File: src/rtl/dac_spi_frame_receiver_pkg.sv
// Shared definitions for the DAC SPI frame receiver.
// Holds the LTC2624-style command and address codes, the bit positions of the
// fields inside a 32-bit command frame, and the receiver FSM state encoding.
package dac_spi_frame_receiver_pkg;

    // Command nibble values
    localparam logic [3:0] CMD_WRITE         = 4'h0;
    localparam logic [3:0] CMD_UPDATE        = 4'h1;
    localparam logic [3:0] CMD_WRITE_UPD_ALL = 4'h2;
    localparam logic [3:0] CMD_WRITE_UPD     = 4'h3;
    localparam logic [3:0] CMD_NOP           = 4'hF;

    // Address nibble that selects every channel at once
    localparam logic [3:0] ADDR_ALL = 4'hF;

    // Frame geometry (bit 31 is shifted in first)
    localparam int SR_BITS   = 32;
    localparam int CMD_MSB   = 23;
    localparam int CMD_LSB   = 20;
    localparam int ADDR_MSB  = 19;
    localparam int ADDR_LSB  = 16;
    localparam int DATA_MSB  = 15;
    localparam int DATA_LSB  = 4;
    localparam int DATA_BITS = 12;
    localparam int NUM_CH    = 4;

    // Bit counter geometry
    localparam int CNT_BITS = 6;
    localparam int CNT_MAX  = 63;

    typedef logic [DATA_BITS-1:0] sample_t;

    typedef enum logic [1:0] {
        ST_IDLE   = 2'd0,
        ST_SHIFT  = 2'd1,
        ST_DECODE = 2'd2
    } state_t;

endpackage

File: src/rtl/dac_spi_frame_receiver_sync.sv
// N-stage synchroniser plus edge detector for one asynchronous input.
// Ports:
//   clk, rst  - system clock and asynchronous active-high reset
//   din       - raw asynchronous input
//   level     - synchronised level (din itself when STAGES == 0)
//   rise/fall - one-cycle pulses on a synchronised 0->1 / 1->0 transition
// RESET_VAL lets idle-high signals (chip select, clear) come out of reset
// inactive so that reset release never looks like an edge.
module spi_input_sync #(
    parameter int   STAGES    = 2,
    parameter logic RESET_VAL = 1'b0
) (
    input  logic clk,
    input  logic rst,
    input  logic din,
    output logic level,
    output logic rise,
    output logic fall
);

    logic prev;

    if (STAGES == 0) begin : g_bypass
        assign level = din;
    end else begin : g_sync
        logic [STAGES-1:0] chain;

        always_ff @(posedge clk or posedge rst) begin
            if (rst) begin
                chain <= {STAGES{RESET_VAL}};
            end else begin
                chain[0] <= din;
                for (int i = 1; i < STAGES; i++) begin
                    chain[i] <= chain[i-1];
                end
            end
        end

        assign level = chain[STAGES-1];
    end

    always_ff @(posedge clk or posedge rst) begin
        if (rst) begin
            prev <= RESET_VAL;
        end else begin
            prev <= level;
        end
    end

    assign rise = level & ~prev;
    assign fall = ~level & prev;

endmodule

File: src/rtl/dac_spi_frame_receiver.sv
// SPI responder for 32-bit LTC2624-style DAC command frames.
// Receives frames on SPI_SCK/SPI_MOSI/DAC_CS, decodes them and models the
// four input registers and four DAC registers of the converter so that the
// DAC write path can be checked on chip.
// Ports:
//   CLK_50M, reset          - system clock, asynchronous active-high reset
//   SPI_SCK, SPI_MOSI       - serial clock (rising edge samples) and data, MSB first
//   DAC_CS, DAC_CLR         - active-low frame select and register clear
//   frame_valid, frame_err  - one-cycle pulses for a good / malformed frame
//   last_cmd, last_addr     - command and address nibbles of the last good frame
//   dac_a .. dac_d          - DAC (output) register of each channel
module dac_spi_frame_receiver
    import dac_spi_frame_receiver_pkg::*;
#(
    parameter int SYNC_STAGES = 2,
    parameter int FRAME_BITS  = 32
) (
    input  logic        CLK_50M,
    input  logic        reset,
    input  logic        SPI_SCK,
    input  logic        SPI_MOSI,
    input  logic        DAC_CS,
    input  logic        DAC_CLR,
    output logic        frame_valid,
    output logic        frame_err,
    output logic [3:0]  last_cmd,
    output logic [3:0]  last_addr,
    output logic [11:0] dac_a,
    output logic [11:0] dac_b,
    output logic [11:0] dac_c,
    output logic [11:0] dac_d
);

    localparam logic [CNT_BITS-1:0] FRAME_CNT = CNT_BITS'(FRAME_BITS);

    // ---------------- input synchronisers ----------------
    logic sck, sck_rise, sck_fall;
    logic mosi, mosi_rise, mosi_fall;
    logic cs, cs_rise, cs_fall;
    logic clr_n, clr_rise, clr_fall;

    spi_input_sync #(.STAGES(SYNC_STAGES), .RESET_VAL(1'b0)) u_sync_sck (
        .clk(CLK_50M), .rst(reset), .din(SPI_SCK),
        .level(sck), .rise(sck_rise), .fall(sck_fall)
    );
    spi_input_sync #(.STAGES(SYNC_STAGES), .RESET_VAL(1'b0)) u_sync_mosi (
        .clk(CLK_50M), .rst(reset), .din(SPI_MOSI),
        .level(mosi), .rise(mosi_rise), .fall(mosi_fall)
    );
    spi_input_sync #(.STAGES(SYNC_STAGES), .RESET_VAL(1'b1)) u_sync_cs (
        .clk(CLK_50M), .rst(reset), .din(DAC_CS),
        .level(cs), .rise(cs_rise), .fall(cs_fall)
    );
    spi_input_sync #(.STAGES(SYNC_STAGES), .RESET_VAL(1'b1)) u_sync_clr (
        .clk(CLK_50M), .rst(reset), .din(DAC_CLR),
        .level(clr_n), .rise(clr_rise), .fall(clr_fall)
    );

    // ---------------- state ----------------
    state_t                state, state_next;
    logic                  start_pend, start_pend_next;
    logic [SR_BITS-1:0]    shift_reg;
    logic [CNT_BITS-1:0]   bit_cnt;
    logic                  overrun;
    sample_t               in_reg  [NUM_CH];
    sample_t               dac_reg [NUM_CH];

    logic start_frame, shift_en, decode_ok, decode_bad;

    logic [3:0] frame_cmd, frame_addr;
    sample_t    frame_data;
    assign frame_cmd  = shift_reg[CMD_MSB:CMD_LSB];
    assign frame_addr = shift_reg[ADDR_MSB:ADDR_LSB];
    assign frame_data = shift_reg[DATA_MSB:DATA_LSB];

    // Edges and frame padding that carry no information for this block.
    logic unused_bits;
    assign unused_bits = ^{sck, sck_fall, mosi_rise, mosi_fall, clr_rise, clr_fall,
                           shift_reg[SR_BITS-1:CMD_MSB+1], shift_reg[DATA_LSB-1:0]};

    // ---------------- FSM: next state ----------------
    // NOTE: every signal assigned here gets a default first; a path that leaves
    // one unassigned would infer a latch.
    always_comb begin
        state_next      = state;
        start_pend_next = start_pend;
        start_frame     = 1'b0;
        shift_en        = 1'b0;
        decode_ok       = 1'b0;
        decode_bad      = 1'b0;

        if (!clr_n) begin
            // Clear aborts silently; a new frame needs a fresh CS falling edge.
            state_next      = ST_IDLE;
            start_pend_next = 1'b0;
        end else begin
            case (state)
                ST_IDLE: begin
                    if (cs_fall || (start_pend && !cs)) begin
                        state_next      = ST_SHIFT;
                        start_frame     = 1'b1;
                        start_pend_next = 1'b0;
                    end else if (cs) begin
                        start_pend_next = 1'b0;
                    end
                end
                ST_SHIFT: begin
                    // CS release wins over a coincident SCK edge; that bit is dropped.
                    if (cs_rise) begin
                        state_next = ST_DECODE;
                    end else if (sck_rise) begin
                        shift_en = 1'b1;
                    end
                end
                ST_DECODE: begin
                    state_next = ST_IDLE;
                    if (bit_cnt == FRAME_CNT && !overrun) begin
                        decode_ok = 1'b1;
                    end else begin
                        decode_bad = 1'b1;
                    end
                    // A CS fall seen here has no edge left for IDLE to catch.
                    if (cs_fall) begin
                        start_pend_next = 1'b1;
                    end
                end
                default: state_next = ST_IDLE;
            endcase
        end
    end

    // ---------------- command decode ----------------
    sample_t in_next  [NUM_CH];
    sample_t dac_next [NUM_CH];
    logic    addr_ok;

    assign addr_ok = (frame_addr < 4'd4) || (frame_addr == ADDR_ALL);

    always_comb begin
        for (int ch = 0; ch < NUM_CH; ch++) begin
            in_next[ch]  = in_reg[ch];
            dac_next[ch] = dac_reg[ch];
        end

        if (addr_ok) begin
            for (int ch = 0; ch < NUM_CH; ch++) begin
                if (frame_addr == ADDR_ALL || frame_addr == 4'(ch)) begin
                    case (frame_cmd)
                        CMD_WRITE, CMD_WRITE_UPD_ALL: in_next[ch] = frame_data;
                        CMD_UPDATE:                   dac_next[ch] = in_reg[ch];
                        CMD_WRITE_UPD: begin
                            in_next[ch]  = frame_data;
                            dac_next[ch] = frame_data;
                        end
                        default: ;
                    endcase
                end
            end
            // The update-all uses the freshly written input value.
            if (frame_cmd == CMD_WRITE_UPD_ALL) begin
                for (int ch = 0; ch < NUM_CH; ch++) begin
                    dac_next[ch] = in_next[ch];
                end
            end
        end
    end

    // ---------------- sequential ----------------
    always_ff @(posedge CLK_50M or posedge reset) begin
        if (reset) begin
            state      <= ST_IDLE;
            start_pend <= 1'b0;
        end else begin
            state      <= state_next;
            start_pend <= start_pend_next;
        end
    end

    // NOTE: state uses non-blocking assignments so every flop samples the
    // pre-edge values; blocking here would make results depend on statement order.
    always_ff @(posedge CLK_50M or posedge reset) begin
        if (reset) begin
            frame_valid <= 1'b0;
            frame_err   <= 1'b0;
            last_cmd    <= '0;
            last_addr   <= '0;
            shift_reg   <= '0;
            bit_cnt     <= '0;
            overrun     <= 1'b0;
            // NOTE: the register arrays are only eight 12-bit words and must read
            // as zero after reset, so they are reset like any other flop.
            for (int ch = 0; ch < NUM_CH; ch++) begin
                in_reg[ch]  <= '0;
                dac_reg[ch] <= '0;
            end
        end else begin
            frame_valid <= 1'b0;
            frame_err   <= 1'b0;
            if (!clr_n) begin
                for (int ch = 0; ch < NUM_CH; ch++) begin
                    in_reg[ch]  <= '0;
                    dac_reg[ch] <= '0;
                end
            end else begin
                if (start_frame) begin
                    shift_reg <= '0;
                    bit_cnt   <= '0;
                    overrun   <= 1'b0;
                end
                if (shift_en) begin
                    shift_reg <= {shift_reg[SR_BITS-2:0], mosi};
                    if (bit_cnt != CNT_BITS'(CNT_MAX)) begin
                        bit_cnt <= bit_cnt + 1'b1;
                    end
                    if (bit_cnt == FRAME_CNT) begin
                        overrun <= 1'b1;
                    end
                end
                if (decode_ok) begin
                    frame_valid <= 1'b1;
                    last_cmd    <= frame_cmd;
                    last_addr   <= frame_addr;
                    for (int ch = 0; ch < NUM_CH; ch++) begin
                        in_reg[ch]  <= in_next[ch];
                        dac_reg[ch] <= dac_next[ch];
                    end
                end
                if (decode_bad) begin
                    frame_err <= 1'b1;
                end
            end
        end
    end

    assign dac_a = dac_reg[0];
    assign dac_b = dac_reg[1];
    assign dac_c = dac_reg[2];
    assign dac_d = dac_reg[3];

endmodule

File: config.mk
export PLATFORM = sky130hd
export DESIGN_NAME = dac_spi_frame_receiver
export DESIGN_NICKNAME = d
export VERILOG_FILES = /design/src/rtl/dac_spi_frame_receiver_pkg.sv /design/src/rtl/dac_spi_frame_receiver_sync.sv /design/src/rtl/dac_spi_frame_receiver.sv
export SDC_FILE = /design/constraint.sdc
export NUM_CORES = 1
export LEC_CHECK = 0
export BUFFER_PORTS_ARGS = -buffer_cell sky130_fd_sc_hd__buf_2
export CORE_MARGIN = 1
export CORE_UTILIZATION = 45
export DETAILED_ROUTE_END_ITERATION = 12
export MAX_ROUTING_LAYER = met4
export SKIP_LAST_GASP = 1
export SLEW_MARGIN = 30
export SYNTH_ARGS = -nofsm -noshare
export SYNTH_HDL_FRONTEND = slang
export SYNTH_SLANG_ARGS = --single-unit
File: constraint.sdc
create_clock -name CLK_50M -period 5.84 [get_ports CLK_50M]
set_input_delay 1.46 -clock CLK_50M [delete_from_list [all_inputs] [get_ports CLK_50M]]
set_output_delay 1.46 -clock CLK_50M [all_outputs]
set_load 0.05 [all_outputs]
==> impl_metrics.py, run 1 <==
metrics = {
    "run_status": {
        "status": "complete, but fails checks",
        "violations": "DRC",
    },
    "run": {
        "cap_violations": 0,
    },
    "setup_path": {
        "reg2reg_from": "shift_reg[20]",
        "worstPathCellList": "or4b_1 -> nor3b_1 -> o31ai_4 -> o211ai_1 -> o21ai_0",
        "cp.arrival_ps": 3300,
        "path_max_fanout": 24,
        "worstSetupStartpoint": "shift_reg[20]",
        "endpoint_kind": "flop",
        "crit_slowest_cell": "or4b_1",
        "path_class": "flop to flop",
        "critical_path_required_ps": 6190,
        "critPathLaunchType": "flop",
        "critPathTopFamily": "simple AND/OR/NAND/NOR gates",
        "crit_buf_inv": 0,
        "slowest_delay_ps": 900,
    },
    "final_layout": {
        "final_nets": 642,
        "antennaDiodeCount": 0,
        "syn_to_final_growth_pct": 12.6,
        "drive_gt1_share_pct": 29.5,
        "nFillCells": 1341,
        "fin_cells": 835,
        "largest_reg_flops": 48,
    },
    "place": {
        "pre_cts_ws_ps": 2860,
        "dpl.hpwl_mm": 10.8,
        "gp_congestion": 0.811,
        "port_buffers": 63,
        "dp_cells": 803,
    },
    "route": {
        "wl_mm": 16.2,
        "drt-vias-per-instance": 5.83,
        "vias": 4872,
        "drc_errors": 2,
        "drt_pass1_iterations": 11,
        "wire_per_inst_um": 19.4,
        "ant_nets": 0,
        "drt_iter0_markers": 300,
    },
    "logic_synthesis": {
        "yosys_most_used_dff": "dfrtp_1",
        "synth_edf_count": 0,
        "synthArstFlopShare_pct": 100,
        "syn_area_per_cell_um2": 11.6,
        "yosys.area.top_type": "dfrtp_1",
        "synth.top_cell.area_share_pct": 52.0,
        "syn_inst": 601,
        "yosysWarnings": 0,
        "ys_seq_area_share_pct": 53.8,
        "ys_types": 60,
        "synth-seq-cells": 150,
        "synthTopCellsByArea": "dfrtp_1, a22o_1, mux2_2",
        "synth_area_um2": 6980,
        "syn_nets": 609,
    },
    "timing": {
        "tightest_slew_ps": 904,
        "rsz0062_at_grt": "no",
        "finalCritPeriodShare_pct": 50.5,
        "drv_slew": 0,
        "hold_violations": 0,
        "setup_viol": 0,
        "fin_skew_ps": 10.7,
        "fmax_mhz": 339,
        "slew_headroom_pct": 39.7,
        "period_needed_ps": 2950,
        "tns_ps": 0,
        "setup_ws_ps": 2890,
    },
    "clocking": {
        "ctsResizeCount": 0,
        "cts_buffers": 17,
        "holdBufCountCts": 0,
        "cts-htree-levels": 4,
        "clk_path_buf_depth": 2,
        "cts_tree": "built",
        "clk_pin_slew_ps": 60,
        "cts_root_buf": "clkbuf_16",
        "cts_setup_buffers": 0,
        "insertion_delay_ps": 430,
        "clock_sinks": 150,
    },
    "power_and_ir_drop": {
        "power.total_mw": 2.27,
        "peakVddDrop_mv": 0.233,
        "leakage_nw": 3.64,
        "p_per_area_nw_per_um2": 289,
    },
    "grt": {
        "grt_max_degree": 101,
        "gr-total-overflow": 0,
        "grt_pass1_wl_mm": 26.4,
        "first_global_vias": 4723,
        "antenna_found_initial": 0,
        "grt.total_usage_pct": 22.4,
    },
    "die": {
        "core_um2": 15100,
        "dieArea_um2": 16000,
        "die_w_um": 127,
        "rows": 45,
        "ios": 64,
        "start_util_pct": 46.1,
        "die_h_um": 127,
    },
    "hold_path": {
        "hp-class": "flop to flop",
        "hold_start": "u_sync_mosi.g_sync.chain[0]",
    },
}
[final cells by class]
| type | count | area (um2) | share of cell area [%] |
|---|---|---|---|
| clock buffers | 22 | 474 | 6.03 |
| clock inverters | 10 | 145 | 1.85 |
| inverters | 40 | 158 | 2.01 |
| multi-input cells | 356 | 2730 | 34.7 |
| flip-flops and latches | 150 | 3760 | 47.8 |
| well taps | 188 | 235 | 2.99 |
| repair buffers | 69 | 360 | 4.58 |
[Yosys cell counts, types with 3 or more instances]
library cell / count
a21oi_1: 5
mux2_2: 30
inv_1: 40
a211oi_1: 33
a22o_2: 32
a21boi_0: 4
and3_1: 3
nand2_1: 6
nor2_4: 4
o211ai_1: 24
clkbuf_1: 21
dfrtp_1: 145
nor2_1: 52
mux2i_1: 5
a22o_1: 40
a221oi_1: 11
dfstp_2: 5
buf_6: 5
nand3_1: 7
clkdlybuf4s50_1: 9
o21ai_0: 45
buf_2: 8
nand2b_1: 4
nor2b_1: 6
or2_2: 3
buf_4: 6
[per-layer routing]
layer  up-vias  global-route usage [%]  share of wire (%)
li1       2270                       -                  -
met1      2443                    31.5                 49
met2       142                    31.6                 45
met3        17                    5.27                5.2
met4         0                    8.08                1.1
met5         -                       -                  0
[final timing paths]
kind	cells after the start	end	slack, ps
worst max-delay path	5	dac_b[9]	2890
worst min-delay path	0	u_sync_mosi.g_sync.chain[1]	350
worst max register to register	5	dac_b[9]	2890
worst min register to register	0	u_sync_mosi.g_sync.chain[1]	350
max in group asynchronous	3	in_reg[33]	3550
min in group asynchronous	2	dac_b[11]	1150
[cell families after synthesis]
group                    share of synthesized area (%)
XOR/XNOR                                         0.125
AND/OR/NAND/NOR                                   8.85
flip-flops                                        53.8
AO/OA/AOI/OAI                                     23.9
adder cells (fa/ha/maj)                          0.358
multiplexers                                      5.55
buffers and inverters                             7.33
[layout by cell type (no fill, tap or decap), types with 3 or more instances in the layout]
cell type / count
clkinv_4: 3
a22o_1: 40
nand3_1: 7
buf_2: 63
a211oi_1: 33
clkbuf_8: 3
and3_1: 3
bufinv_16: 3
o211ai_1: 24
a221oi_1: 11
nand2_1: 6
dfstp_2: 5
buf_4: 6
or2_2: 3
dfrtp_1: 145
a21oi_1: 5
nor2_1: 52
nor2_4: 4
inv_1: 39
mux2i_1: 5
clkbuf_16: 17
nand2b_1: 4
mux2_2: 30
o21ai_0: 45
nor2b_1: 6
a22o_2: 32
[power breakdown]
part | internal (mW) | switching [mW] | total, mW
registers | 1.05 | 0.00773 | 1.05
clock network | 0.708 | 0.438 | 1.15
logic | 0.0151 | 0.0515 | 0.0666
total | 1.77 | 0.497 | 2.27
[through the flow]
stage / hold slack (ps) / cell area (um2) / utilization (%)
global route: 361 / 7860 / 51.9
CTS: 350 / 7850 / 51.9
floorplan: 331 / 6980 / -
finish: 347 / 7860 / 51.9
global placement: 336 / 7230 / 47.7
detailed placement: 336 / 7230 / 47.8
Power figures use the tool's default switching activity.
==> inputs of run 2 (changes only) <==
Clock period 5.84 ns to 2.9 ns, I/O delays scaled along.
==> impl_metrics.py, run 2 (synthesis results as in run 1) <==
metrics = {
    "clocking": {
        "cts-htree-levels": 4,
        "cts_buffers": 17,
        "holdBufCountCts": 0,
        "cts_setup_buffers": 0,
        "clock_sinks": 150,
        "cts_tree": "built",
        "ctsResizeCount": 0,
        "clk_pin_slew_ps": 60,
        "clk_path_buf_depth": 2,
        "insertion_delay_ps": 420,
        "cts_root_buf": "clkbuf_16",
    },
    "die": {
        "die_h_um": 127,
        "rows": 45,
        "core_um2": 15100,
        "die_w_um": 127,
        "dieArea_um2": 16000,
        "ios": 64,
        "start_util_pct": 46.1,
    },
    "grt": {
        "antenna_found_initial": 0,
        "gr-total-overflow": 0,
        "first_global_vias": 4979,
        "grt_max_degree": 58,
        "grt_pass1_wl_mm": 27.4,
        "grt.total_usage_pct": 23.1,
    },
    "setup_path": {
        "path_class": "flop to flop",
        "worstPathCellList": "inv_1 -> ha_1 -> nor4b_4 -> o211ai_4 -> a211oi_2 -> nand2b_1 -> mux2_2",
        "crit_buf_inv": 1,
        "critical_path_required_ps": 3210,
        "reg2reg_from": "bit_cnt[0]",
        "crit_slowest_cell": "nand2b_1",
        "critPathLaunchType": "flop",
        "worstSetupStartpoint": "bit_cnt[0]",
        "critPathTopFamily": "simple AND/OR/NAND/NOR gates",
        "endpoint_kind": "flop",
        "slowest_delay_ps": 470,
        "path_max_fanout": 11,
        "cp.arrival_ps": 2810,
    },
    "timing": {
        "drv_slew": 0,
        "rsz0062_at_grt": "no",
        "hold_violations": 0,
        "fin_skew_ps": 7.20,
        "setup_viol": 0,
        "finalCritPeriodShare_pct": 86.1,
        "tns_ps": 0,
        "slew_headroom_pct": 50.6,
        "period_needed_ps": 2500,
        "tightest_slew_ps": 733,
        "whs_ps": 352,
        "fmax_mhz": 400,
    },
    "route": {
        "wl_mm": 16.6,
        "vias": 5002,
        "drc_errors": 0,
        "drt_pass1_iterations": 5,
        "drt-vias-per-instance": 5.88,
        "wire_per_inst_um": 19.6,
        "drt_iter0_markers": 492,
        "ant_nets": 0,
    },
    "final_layout": {
        "fin_util_pct": 52.9,
        "syn_to_final_growth_pct": 14.8,
        "final_cell_mix": "dfrtp_1, buf_2, nor2_1",
        "largest_reg_flops": 48,
        "fin_area_um2": 8020,
        "antennaDiodeCount": 0,
        "final_nets": 657,
        "fin_cells": 850,
        "drive_gt1_share_pct": 31.3,
        "final_common_cell": "dfrtp_1",
    },
    "place": {
        "gp_congestion": 0.856,
        "dp_cells": 818,
        "placed_cell_area_um2": 7380,
        "port_buffers": 63,
        "dpl.hpwl_mm": 11.4,
    },
    "run_status": {
        "status": "finished, final reports clean",
    },
    "power_and_ir_drop": {
        "p_per_area_nw_per_um2": 577,
        "leakage_nw": 3.72,
        "peakVddDrop_mv": 0.436,
    },
    "run": {
        "cap_violations": 0,
    },
    "hold_path": {
        "hold_start": "u_sync_mosi.g_sync.chain[0]",
        "hp-class": "flop to flop",
    },
}
[run 2: changes by cell type in the layout (fill, tap and decap cells not counted)]
cell | before | now
bufinv_16 | 3 | 4
clkinvlp_4 | 2 | 5
clkinv_4 | 3 | 2
buf_12 | 0 | 3
clkbuf_1 | 2 | 1
inv_6 | 1 | 2
clkbuf_8 | 3 | 0
buf_4 | 6 | 18
[run 2: final cells by class]
type                       count  area, um2
clock inverter                14        201
fill                        1343       7130
tap                          188        235
clock buffer                  18        429
timing repair buffer          84        510
multi-input combinational    356       2730
inverter                      40        154
sequential                   150       3760
[run 2: where the power goes]
| group | switching (mW) | internal (mW) | leakage (nW) |
|---|---|---|---|
| combinational | 0.113 | 0.0435 | 1.35 |
| sequential | 0.0113 | 2.11 | 2.07 |
| clock | 0.900 | 1.45 | 0.295 |
[run 2: through the flow]
stage	worst slack [ps]	total power, mW
6_report	402	4.63
5_1_grt	184	4.76
2_1_floorplan	290	2.26
3_5_place_dp	388	2.32
3_3_place_gp	471	2.31
4_1_cts	377	4.67
[run 2: routing by layer]
layer | track usage [%] | part of all wire [%]
met1 | 32.9 | 48
met2 | 32.9 | 45
met3 | 4.81 | 5.6
met4 | 7.65 | 1.6
met5 | - | 0
[run 2: final timing paths]
kind	slack [ps]	endpoint	cells after the start
max	400	dac_a[2]	7
min	350	u_sync_mosi.g_sync.chain[1]	0
max reg2reg	400	dac_a[2]	7
min reg2reg	350	u_sync_mosi.g_sync.chain[1]	0
max in group asynchronous	1700	u_sync_cs.prev	4
min in group asynchronous	380	frame_valid	2
==> inputs of run 3 (changes only) <==
Settings changed: CAP_MARGIN from default to 20, MAX_ROUTING_LAYER met4 to default.
==> impl_metrics.py, run 3 (synthesis results as in run 1) <==
metrics = {
    "run_status": {
        "status": "finished, final reports clean",
    },
    "clocking": {
        "clock_sinks": 150,
        "cts_tree": "built",
        "clk_path_buf_depth": 2,
        "holdBufCountCts": 0,
        "cts-htree-levels": 4,
        "cts_buffers": 17,
        "clk_pin_slew_ps": 60,
        "ctsResizeCount": 0,
        "insertion_delay_ps": 430,
        "cts_setup_buffers": 0,
        "cts_root_buf": "clkbuf_16",
    },
    "grt": {
        "gr-total-overflow": 0,
        "grt.total_usage_pct": 22.5,
        "first_global_vias": 4969,
        "grt_pass1_wl_mm": 27.5,
        "grt_max_degree": 58,
        "antenna_found_initial": 0,
    },
    "place": {
        "gp_congestion": 0.843,
        "port_buffers": 63,
        "dpl.hpwl_mm": 11.4,
        "placed_cell_area_um2": 7380,
        "dp_cells": 818,
    },
    "power_and_ir_drop": {
        "peakVddDrop_mv": 0.438,
        "p_per_area_nw_per_um2": 577,
        "clockPowerShare_pct": 50.8,
        "comb_power_share_pct": 3.4,
        "seqPwrFrac_pct": 45.8,
        "leakage_nw": 3.72,
        "power_switching_mw": 1.02,
        "p_int_mw": 3.60,
        "switching_share_pct": 22.1,
    },
    "setup_path": {
        "path_class": "flop to flop",
        "worstPathCellList": "inv_1 -> ha_1 -> nor4b_4 -> o211ai_4 -> a211oi_2 -> nand2b_1 -> mux2_2",
        "cp.arrival_ps": 2810,
        "slowest_delay_ps": 470,
        "crit_slowest_cell": "nand2b_1",
        "critPathTopFamily": "simple AND/OR/NAND/NOR gates",
        "crit_buf_inv": 1,
        "critPathLaunchType": "flop",
        "path_max_fanout": 11,
        "endpoint_kind": "flop",
        "critical_path_required_ps": 3210,
    },
    "final_layout": {
        "syn_to_final_growth_pct": 14.8,
        "drive_gt1_share_pct": 31.3,
        "nFillCells": 1343,
        "largest_reg_flops": 48,
        "fin_cells": 850,
        "final_cell_mix": "dfrtp_1, buf_2, nor2_1",
        "final_nets": 657,
        "antennaDiodeCount": 0,
        "final_common_cell": "dfrtp_1",
        "fin_area_um2": 8020,
    },
    "timing": {
        "whs_ps": 352,
        "tns_ps": 0,
        "fin_skew_ps": 7.41,
        "fmax_mhz": 400,
        "rsz0062_at_grt": "no",
        "tightest_slew_ps": 756,
        "drv_slew": 0,
        "hold_violations": 0,
        "finalCritPeriodShare_pct": 86.3,
        "setup_viol": 0,
        "slew_headroom_pct": 49.1,
        "period_needed_ps": 2500,
    },
    "die": {
        "die_w_um": 127,
        "ios": 64,
        "die_h_um": 127,
        "rows": 45,
        "core_um2": 15100,
        "start_util_pct": 46.1,
        "dieArea_um2": 16000,
    },
    "route": {
        "drt_pass1_iterations": 5,
        "wire_per_inst_um": 19.6,
        "wl_mm": 16.7,
        "vias": 4968,
        "drt-vias-per-instance": 5.84,
        "drc_errors": 0,
        "ant_nets": 0,
        "drt_iter0_markers": 404,
    },
    "hold_path": {
        "hp-class": "flop to flop",
    },
    "run": {
        "cap_violations": 0,
    },
}
## run 3: per-stage QoR
step	util, %	power, mW	setup slack, ps
after CTS	52.9	4.67	377
after global routing	52.9	4.76	184
after detailed placement	48.7	2.32	388
final	52.9	4.63	398
after floorplan	-	2.26	290
after global placement	48.7	2.31	471
## run 3: power groups by stage
stage	Clock, mW	Combinational [mW]	Sequential (mW)
floorplan	0	0.107	2.15
global placement	0	0.155	2.16
detailed placement	0	0.159	2.16
CTS	2.39	0.159	2.12
global route	2.47	0.175	2.12
finish	2.35	0.156	2.12
## run 3: path summary, 6_finish.rpt
kind	startpoint	endpoint	slack (ps)	cells past startpoint
min in group asynchronous	reset	frame_valid	380	2
setup / recovery	bit_cnt[0]	dac_a[2]	400	7
hold reg to reg	u_sync_mosi.g_sync.chain[0]	u_sync_mosi.g_sync.chain[1]	350	0
max in group asynchronous	reset	u_sync_cs.prev	1700	4
hold / removal	u_sync_mosi.g_sync.chain[0]	u_sync_mosi.g_sync.chain[1]	350	0
setup reg to reg	bit_cnt[0]	dac_a[2]	400	7
## run 3: cell type report
| cell class | instances | area (um2) | area share, % |
|---|---|---|---|
| Multi-Input combinational cell | 356 | 2730 | 34.0 |
| Sequential cell | 150 | 3760 | 46.9 |
| Clock inverter | 14 | 201 | 2.51 |
| Inverter | 40 | 154 | 1.92 |
| Timing Repair Buffer | 84 | 510 | 6.37 |
| Tap cell | 188 | 235 | 2.93 |
| Clock buffer | 18 | 429 | 5.35 |
## run 3: per-layer routing
metal	vias up	global-route usage (%)	wire, um	part of all wire (%)
li1	2297	-	-	-
met1	2487	33.0	8040	48
met2	165	32.8	7400	44
met3	19	4.89	982	5.9
met4	0	7.65	259	1.6
met5	-	0	0	0
